`config.mk`:
```
export PLATFORM = sky130hd
export DESIGN_NAME = instr_prefetch_buffer
export DESIGN_NICKNAME = d
export VERILOG_FILES = /design/src/rtl/nanocpu_pkg.sv /design/src/rtl/instr_prefetch_buffer.sv
export SDC_FILE = /design/constraint.sdc
export NUM_CORES = 1
export LEC_CHECK = 0
export CAP_MARGIN = 15
export CORE_ASPECT_RATIO = 0.8
export CORE_MARGIN = 10
export CORE_UTILIZATION = 40
export DETAILED_ROUTE_END_ITERATION = 8
export PLACE_DENSITY = 0.68
export SLEW_MARGIN = 20
export SYNTH_ARGS = -nofsm -noshare
export SYNTH_HDL_FRONTEND = slang
export SYNTH_SLANG_ARGS = --single-unit
```
`constraint.sdc`:
```
create_clock -name clock -period 2.4 [get_ports clock]
set_input_delay 0.48 -clock clock [delete_from_list [all_inputs] [get_ports clock]]
set_output_delay 0.48 -clock clock [all_outputs]
set_load 0.03 [all_outputs]
```
`src/rtl/nanocpu_pkg.sv`:
```
// Shared definitions for the nanocpu instruction path: NOP encoding,
// prefetch-buffer state encoding and line-geometry helpers.
package nanocpu_pkg;

   localparam logic [31:0] NOP              = 32'h0000_0000;
   localparam int          DEF_LINE_WORDS   = 4;

   typedef enum logic {
      IDLE = 1'b0,
      FILL = 1'b1
   } pf_state_t;

   // Number of word-offset bits inside one line.
   function automatic int off_bits(input int words);
      return $clog2(words);
   endfunction

endpackage

```
`src/rtl/instr_prefetch_buffer.sv`:
```
// Single-line instruction prefetch buffer between nanocpu fetch and a
// multi-cycle program memory; zero-latency hits, line refill on miss.
module instr_prefetch_buffer
   import nanocpu_pkg::*;
#(
   parameter int LINE_WORDS = DEF_LINE_WORDS,
   parameter int ADDR_W     = 32,
   parameter int DATA_W     = 32,
   parameter int CNT_W      = 16
) (
   input  logic              clock,
   input  logic              nreset,
   input  logic [ADDR_W-1:0] p_address,
   output logic [DATA_W-1:0] p_data,
   output logic              p_ready,
   input  logic              flush,
   output logic              mem_req,
   output logic [ADDR_W-1:0] mem_addr,
   input  logic [DATA_W-1:0] mem_rdata,
   input  logic              mem_ack,
   output logic [CNT_W-1:0]  miss_count
);

   localparam int             OFF   = off_bits(LINE_WORDS);
   localparam int             TAG_W = ADDR_W - OFF;
   localparam logic [OFF-1:0] LAST  = OFF'(LINE_WORDS - 1);

   pf_state_t          state_r;
   logic               valid_r;
   logic               discard_r;
   logic [TAG_W-1:0]   tag_r;
   logic [TAG_W-1:0]   fill_tag_r;
   logic [OFF-1:0]     cnt_r;
   logic               mem_req_r;
   logic [ADDR_W-1:0]  mem_addr_r;
   logic [CNT_W-1:0]   miss_count_r;
   logic [DATA_W-1:0]  line_r [LINE_WORDS];

   logic [TAG_W-1:0]   addr_tag_s;
   logic [OFF-1:0]     addr_off_s;
   logic               hit_s;
   logic [DATA_W-1:0]  p_data_s;

   assign addr_tag_s = p_address[ADDR_W-1:OFF];
   assign addr_off_s = p_address[OFF-1:0];
   assign hit_s      = valid_r && (tag_r == addr_tag_s) && (state_r == IDLE);

   // Hit path: instruction straight from the line, NOP otherwise.
   always_comb begin
      p_data_s = DATA_W'(NOP);
      if (hit_s) begin
         p_data_s = line_r[addr_off_s];
      end else begin
         p_data_s = DATA_W'(NOP);
      end
   end

   // Fill controller: miss detection, memory handshake, tag/valid update.
   always_ff @(posedge clock or negedge nreset) begin
      if (!nreset) begin
         state_r      <= IDLE;
         valid_r      <= 1'b0;
         discard_r    <= 1'b0;
         tag_r        <= '0;
         fill_tag_r   <= '0;
         cnt_r        <= '0;
         mem_req_r    <= 1'b0;
         mem_addr_r   <= '0;
         miss_count_r <= '0;
      end else begin
         case (state_r)
            IDLE: begin
               discard_r <= 1'b0;
               if (flush) begin
                  valid_r <= 1'b0;
               end else if (!hit_s) begin
                  state_r    <= FILL;
                  fill_tag_r <= addr_tag_s;
                  cnt_r      <= '0;
                  mem_req_r  <= 1'b1;
                  mem_addr_r <= {addr_tag_s, {OFF{1'b0}}};
                  if (miss_count_r != {CNT_W{1'b1}}) begin
                     miss_count_r <= miss_count_r + CNT_W'(1);
                  end
               end
            end
            FILL: begin
               if (flush) begin
                  discard_r <= 1'b1;
               end
               if (mem_ack) begin
                  cnt_r      <= cnt_r + OFF'(1);
                  mem_addr_r <= {fill_tag_r, cnt_r + OFF'(1)};
                  if (cnt_r == LAST) begin
                     // A flush arriving with the last word still discards it.
                     mem_req_r <= 1'b0;
                     state_r   <= IDLE;
                     tag_r     <= fill_tag_r;
                     valid_r   <= !(discard_r || flush);
                     discard_r <= 1'b0;
                  end
               end
            end
            default: begin
               state_r   <= IDLE;
               valid_r   <= 1'b0;
               mem_req_r <= 1'b0;
            end
         endcase
      end
   end

   // Line storage; contents only matter once valid_r is set.
   always_ff @(posedge clock) begin
      if ((state_r == FILL) && mem_ack) begin
         line_r[cnt_r] <= mem_rdata;
      end
   end

   assign p_data     = p_data_s;
   assign p_ready    = hit_s;
   assign mem_req    = mem_req_r;
   assign mem_addr   = mem_addr_r;
   assign miss_count = miss_count_r;

endmodule
```
==> out/summary.md <==
The flow ran to the end, but the final reports show violations. The final reports fail on negative setup slack. Clock latency on the worst-skew pair, taken at its later pin, is 0.51 ns. The data required time at the worst endpoint was 1.92 ns. The post-route met1 wirelength was 11970 um. The tools report the via count of the first global-routing pass as 6653. The startpoint identified for the worst hold timing path is p_address[12]. The period utilization came out at 1.241. The path type of the worst min-delay path is in -> reg.

The number of buffers inserted by port buffering is 149, and the worst reg-to-reg path cell count is 8. Setup repair after global routing could not meet its margin everywhere. Detailed routing placed a total of 1068 um of wire on met3. The placeable core area came out at 0.02544 mm2.

Summed over all nets, the switching power comes to 4.750 mW. The internal portion of the total power is 10.41 mW. The power share of the combinational group was 0.300. Counting I/O delays and the setup requirement, the final critical path takes 2.979 ns. Of all nets on the critical path, the largest fanout is 9. After detailed routing, the number of vias per cell comes to 5.130. The post-route worst setup slack was -0.5790 ns; the effective utilization at floorplan was 0.4085. In this run the core area contains 52 standard-cell rows. For the total area of multi-input combinational cells, the log shows 0.003690 mm2. The routed layout has 6325 vias.

TritonCTS built the clock tree. The first global-routing pass estimated 39900 um of wire. After detailed placement, the design holds a cell count of 1177.

The number of top-level pins is 150, and the flip-flop and latch count after synthesis is 240. In this run the horizontal extent of the chip is 200.2 um. The run gives 12150 um as the met2 wirelength from detailed routing. Global routing finished with a remaining overflow of 0. The switching part of the total came out at 0.3132. The run gives 25760 um as the wire length after detailed routing. Detailed placement ended at an HPWL of 15730 um. The run gives 0.1530 as the global router's overall resource usage.

Capturing point of the worst reg2reg path: miss_count[1]$_DFFE_PN0P_. The average cell area after synthesis works out to 15.24 um2. The mapped netlist covers 0.01039 mm2. Measured along the y axis, the die boundary spans 164.2 um. Timing would allow up to 335.7 MHz. The run gives 0.6396 as the sequential element share of the synthesized area. The area taken by flip-flops and latches came out at 0.006646 mm2.

The tools report the count of nets left with antenna violations after detail routing as 0. The logs give 0 for the max-slew violation total from the final report and 1 for the initial antenna violation count. The maximum vdd ir drop was 0.0007414 V. The run gives 0.427 as the fraction of power consumed by sequential logic. The pre-antenna-repair detailed-routing pass consisted of 4 iterations. The number of nets in the synthesized netlist is 755. During synthesis, Yosys emitted a total of 0 warnings. The path with the worst hold slack has its endpoint at fill_tag_r[10]$_DFFE_PN0P_. By startpoint and endpoint, the worst setup path is classified as in -> out.

The number of instances in the synthesized netlist was 682. The tools report the clock sink count as 240. The tools report the number of DRC markers in iteration 0 as 294.

The maximum clock skew at final layout was 0.01016 ns. At the pin with the least slew margin, the transition time is 0.6143 ns. The tools report the maximum number of pins on one net before global-route repair as 42.

STA classifies the critical path startpoint as a primary input. Buffers inserted during clock tree synthesis total 25. Share of layout cells above drive strength 1: 0.2872. The DRC violation count after routing is 0. In this run, distinct cell masters in the synthesized netlist total 36. The worst hold slack across all endpoints came out at 0.2923 ns. Reg-to-reg startpoint: tag_r[23]$_DFFE_PN0P_. Type of element capturing the critical path: a primary output.

Counting instances, the worst hold path has a depth of 2. The number of filler instances in the final layout is 2079. The root buffer cell chosen for the clock tree is clkbuf_16. Compared with the post-synthesis result, the final layout area differs by 32.41%. Setup violations remaining at the end of the flow were counted as 64.

The finished layout holds 1233 standard cells, fillers aside. For flop-to-flop paths, the worst setup slack is -0.05 ns. The number of levels the H-tree was split into came out at 1. After detailed routing, the average wire length per cell comes to 20.89 um.

Routed signal wires occupy layers up through met4. The tools report the count of max-cap constraint violations as 0. The clock share of power was 0.273. The clock passes through at most 3 buffers. The logs give 0 for the final-report hold violation count and 5.494 nW for the leakage power. The floorplan step defined a die boundary enclosing 0.03286 mm2. The arrival time reported for the critical path endpoint came out at 2.50 ns. For the net total in the final layout, the log shows 936. Clock-pin slew was measured on the worst setup and hold paths at 0.06 ns. Power spread over the standard cell area amounts to 1102 mW/mm2. Tightest slew margin relative to the limit: 0.5905. For the final weighted congestion in routability-driven placement, the log shows 0.7603.
## cell families after synthesis
family / Yosys count / synth area share
fa+ha+maj: 5 / 0.006020
simple gates: 155 / 0.07971
flops: 240 / 0.6396
compound gates: 68 / 0.04804
xor+xnor: 46 / 0.03877
mux: 123 / 0.1644
buf+inv: 45 / 0.02348
## placed cells by master (no fill, tap or decap), types with 10 or more instances in the layout
| cell | netlist | routed |
|---|---|---|
| buf_6 | 6 | 36 |
| mux2_2 | 61 | 55 |
| o211a_1 | 30 | 30 |
| edfxtp_1 | 128 | 128 |
| mux2i_1 | 30 | 30 |
| and2_4 | 0 | 20 |
| or3_1 | 30 | 30 |
| clkdlybuf4s50_1 | 0 | 92 |
| buf_12 | 0 | 14 |
| xor2_1 | 41 | 31 |
| and2_2 | 0 | 10 |
| xor2_2 | 0 | 10 |
| clkbuf_16 | 0 | 27 |
| a21oi_1 | 32 | 32 |
| nor2_1 | 39 | 38 |
| buf_4 | 4 | 21 |
| nand2_1 | 11 | 11 |
| dlygate4sd2_1 | 0 | 16 |
| dfrtp_1 | 112 | 112 |
| mux4_2 | 32 | 32 |
## synthesized netlist by cell type
cell type	count	share of area
edfxtp_1	128	0.37
dfrtp_1	112	0.27
mux2_2	61	0.066
xor2_1	41	0.035
nor2_1	39	0.014
a21oi_1	32	0.015
and2_1	32	0.019
mux4_2	32	0.069
mux2i_1	30	0.029
o211a_1	30	0.029
or3_1	30	0.018
clkbuf_1	17	0.0061
nand2_1	11	0.0040
nor3_1	9	0.0043
buf_2	8	0.0039
nand3_1	8	0.0039
nand4_1	8	0.0048
nor4_1	8	0.0048
buf_6	6	0.0065
inv_1	6	0.0022
ha_1	5	0.0060
xnor2_1	5	0.0042
and3_1	4	0.0024
buf_4	4	0.0029
buf_1	3	0.0011
nand2b_1	2	0.0012
o21ai_1	2	0.00096
a21o_1	1	0.00072
and4_1	1	0.00084
clkinv_4	1	0.00084
nor4b_1	1	0.00084
o21ai_0	1	0.00048
o21ai_2	1	0.00084
o31ai_1	1	0.00072
or2_1	1	0.00060
or2_2	1	0.00060
## per-stage QoR
stage / setup TNS (ns) / power [mW] / area, um2 / setup WS (ns) / util
after global routing: -24.50 / 15.96 / 13760 / -0.6538 / 0.5409
after global placement: -51.15 / 10.86 / 12480 / -0.6754 / 0.4906
after floorplan: -0.5448 / 9.103 / 10440 / -0.06054 / -
final: -20.03 / 15.16 / 13760 / -0.5790 / 0.5409
after CTS: -34.42 / 15.20 / 13630 / -0.5642 / 0.5357
after detailed placement: -53.45 / 10.97 / 12480 / -0.6911 / 0.4906
## state kept, by name, summed over array words and instances, names as in the netlist
name	flops
line_r	128
mem_addr	31
fill_tag_r	30
tag_r	30
miss_count	16
cnt_r	1
discard_r	1
mem_req	1
state_r	1
valid_r	1
## metal layers
metal / track usage / vias up
met5: 0 / -
li1: - / 2926
met3: 0.02737 / 31
met4: 0.04084 / 0
met2: 0.2495 / 132
met1: 0.2072 / 3236
## area by class of cell
type	instances	share of cell area
Tap cell	351	0.03192
Clock inverter	16	0.01664
Timing Repair Buffer	189	0.1480
Sequential cell	240	0.4830
Timing Repair inverter	3	0.002637
Inverter	7	0.002819
Antenna cell	1	0.0001819
Multi-Input combinational cell	397	0.2682
Clock buffer	29	0.04656
## power by group through the flow
stage,sequential (mW),clock [mW],combinational (mW)
after detailed placement,6.52,0,4.45
after global routing,6.65,4.38,4.94
after global placement,6.47,0,4.39
after CTS,6.46,4.22,4.52
final,6.48,4.14,4.54
after floorplan,7.01,0,2.09
## critical path: stages
cell and delay (ns):
clkdlybuf4s50_1 0.48, xor2_2 0.23, nor4_1 0.30, nand4_1 0.17, or2_4 0.40, inv_8 0.13, and2_2 0.16, buf_6 0.13
## how the worst max path moves through the flow
stage                     cells after the start                  start  slack, ns          to
final                                         8           p_address[4]      -0.58   p_data[6]
after global routing                          8  tag_r[23]$_DFFE_PN0P_      -0.65   p_data[1]
after CTS                                     8   tag_r[4]$_DFFE_PN0P_      -0.56  p_data[13]
after detailed placement                      9           p_address[2]      -0.69  p_data[17]
after global placement                        9           p_address[2]      -0.68  p_data[17]
after floorplan                               8          p_address[25]      -0.06  p_data[22]
## repair_timing
action | in CTS | in global routing
endpoints found under the setup margin | 34 | 111
buffers inserted | 8 | 4
cloned | 3 | 2
pin swaps | 5 | 4
hold endpoints to repair | 37 | 0
hold buffers | 1 | 0
gates resized for setup | 71 | 32
(Power assumes the default switching activity.)
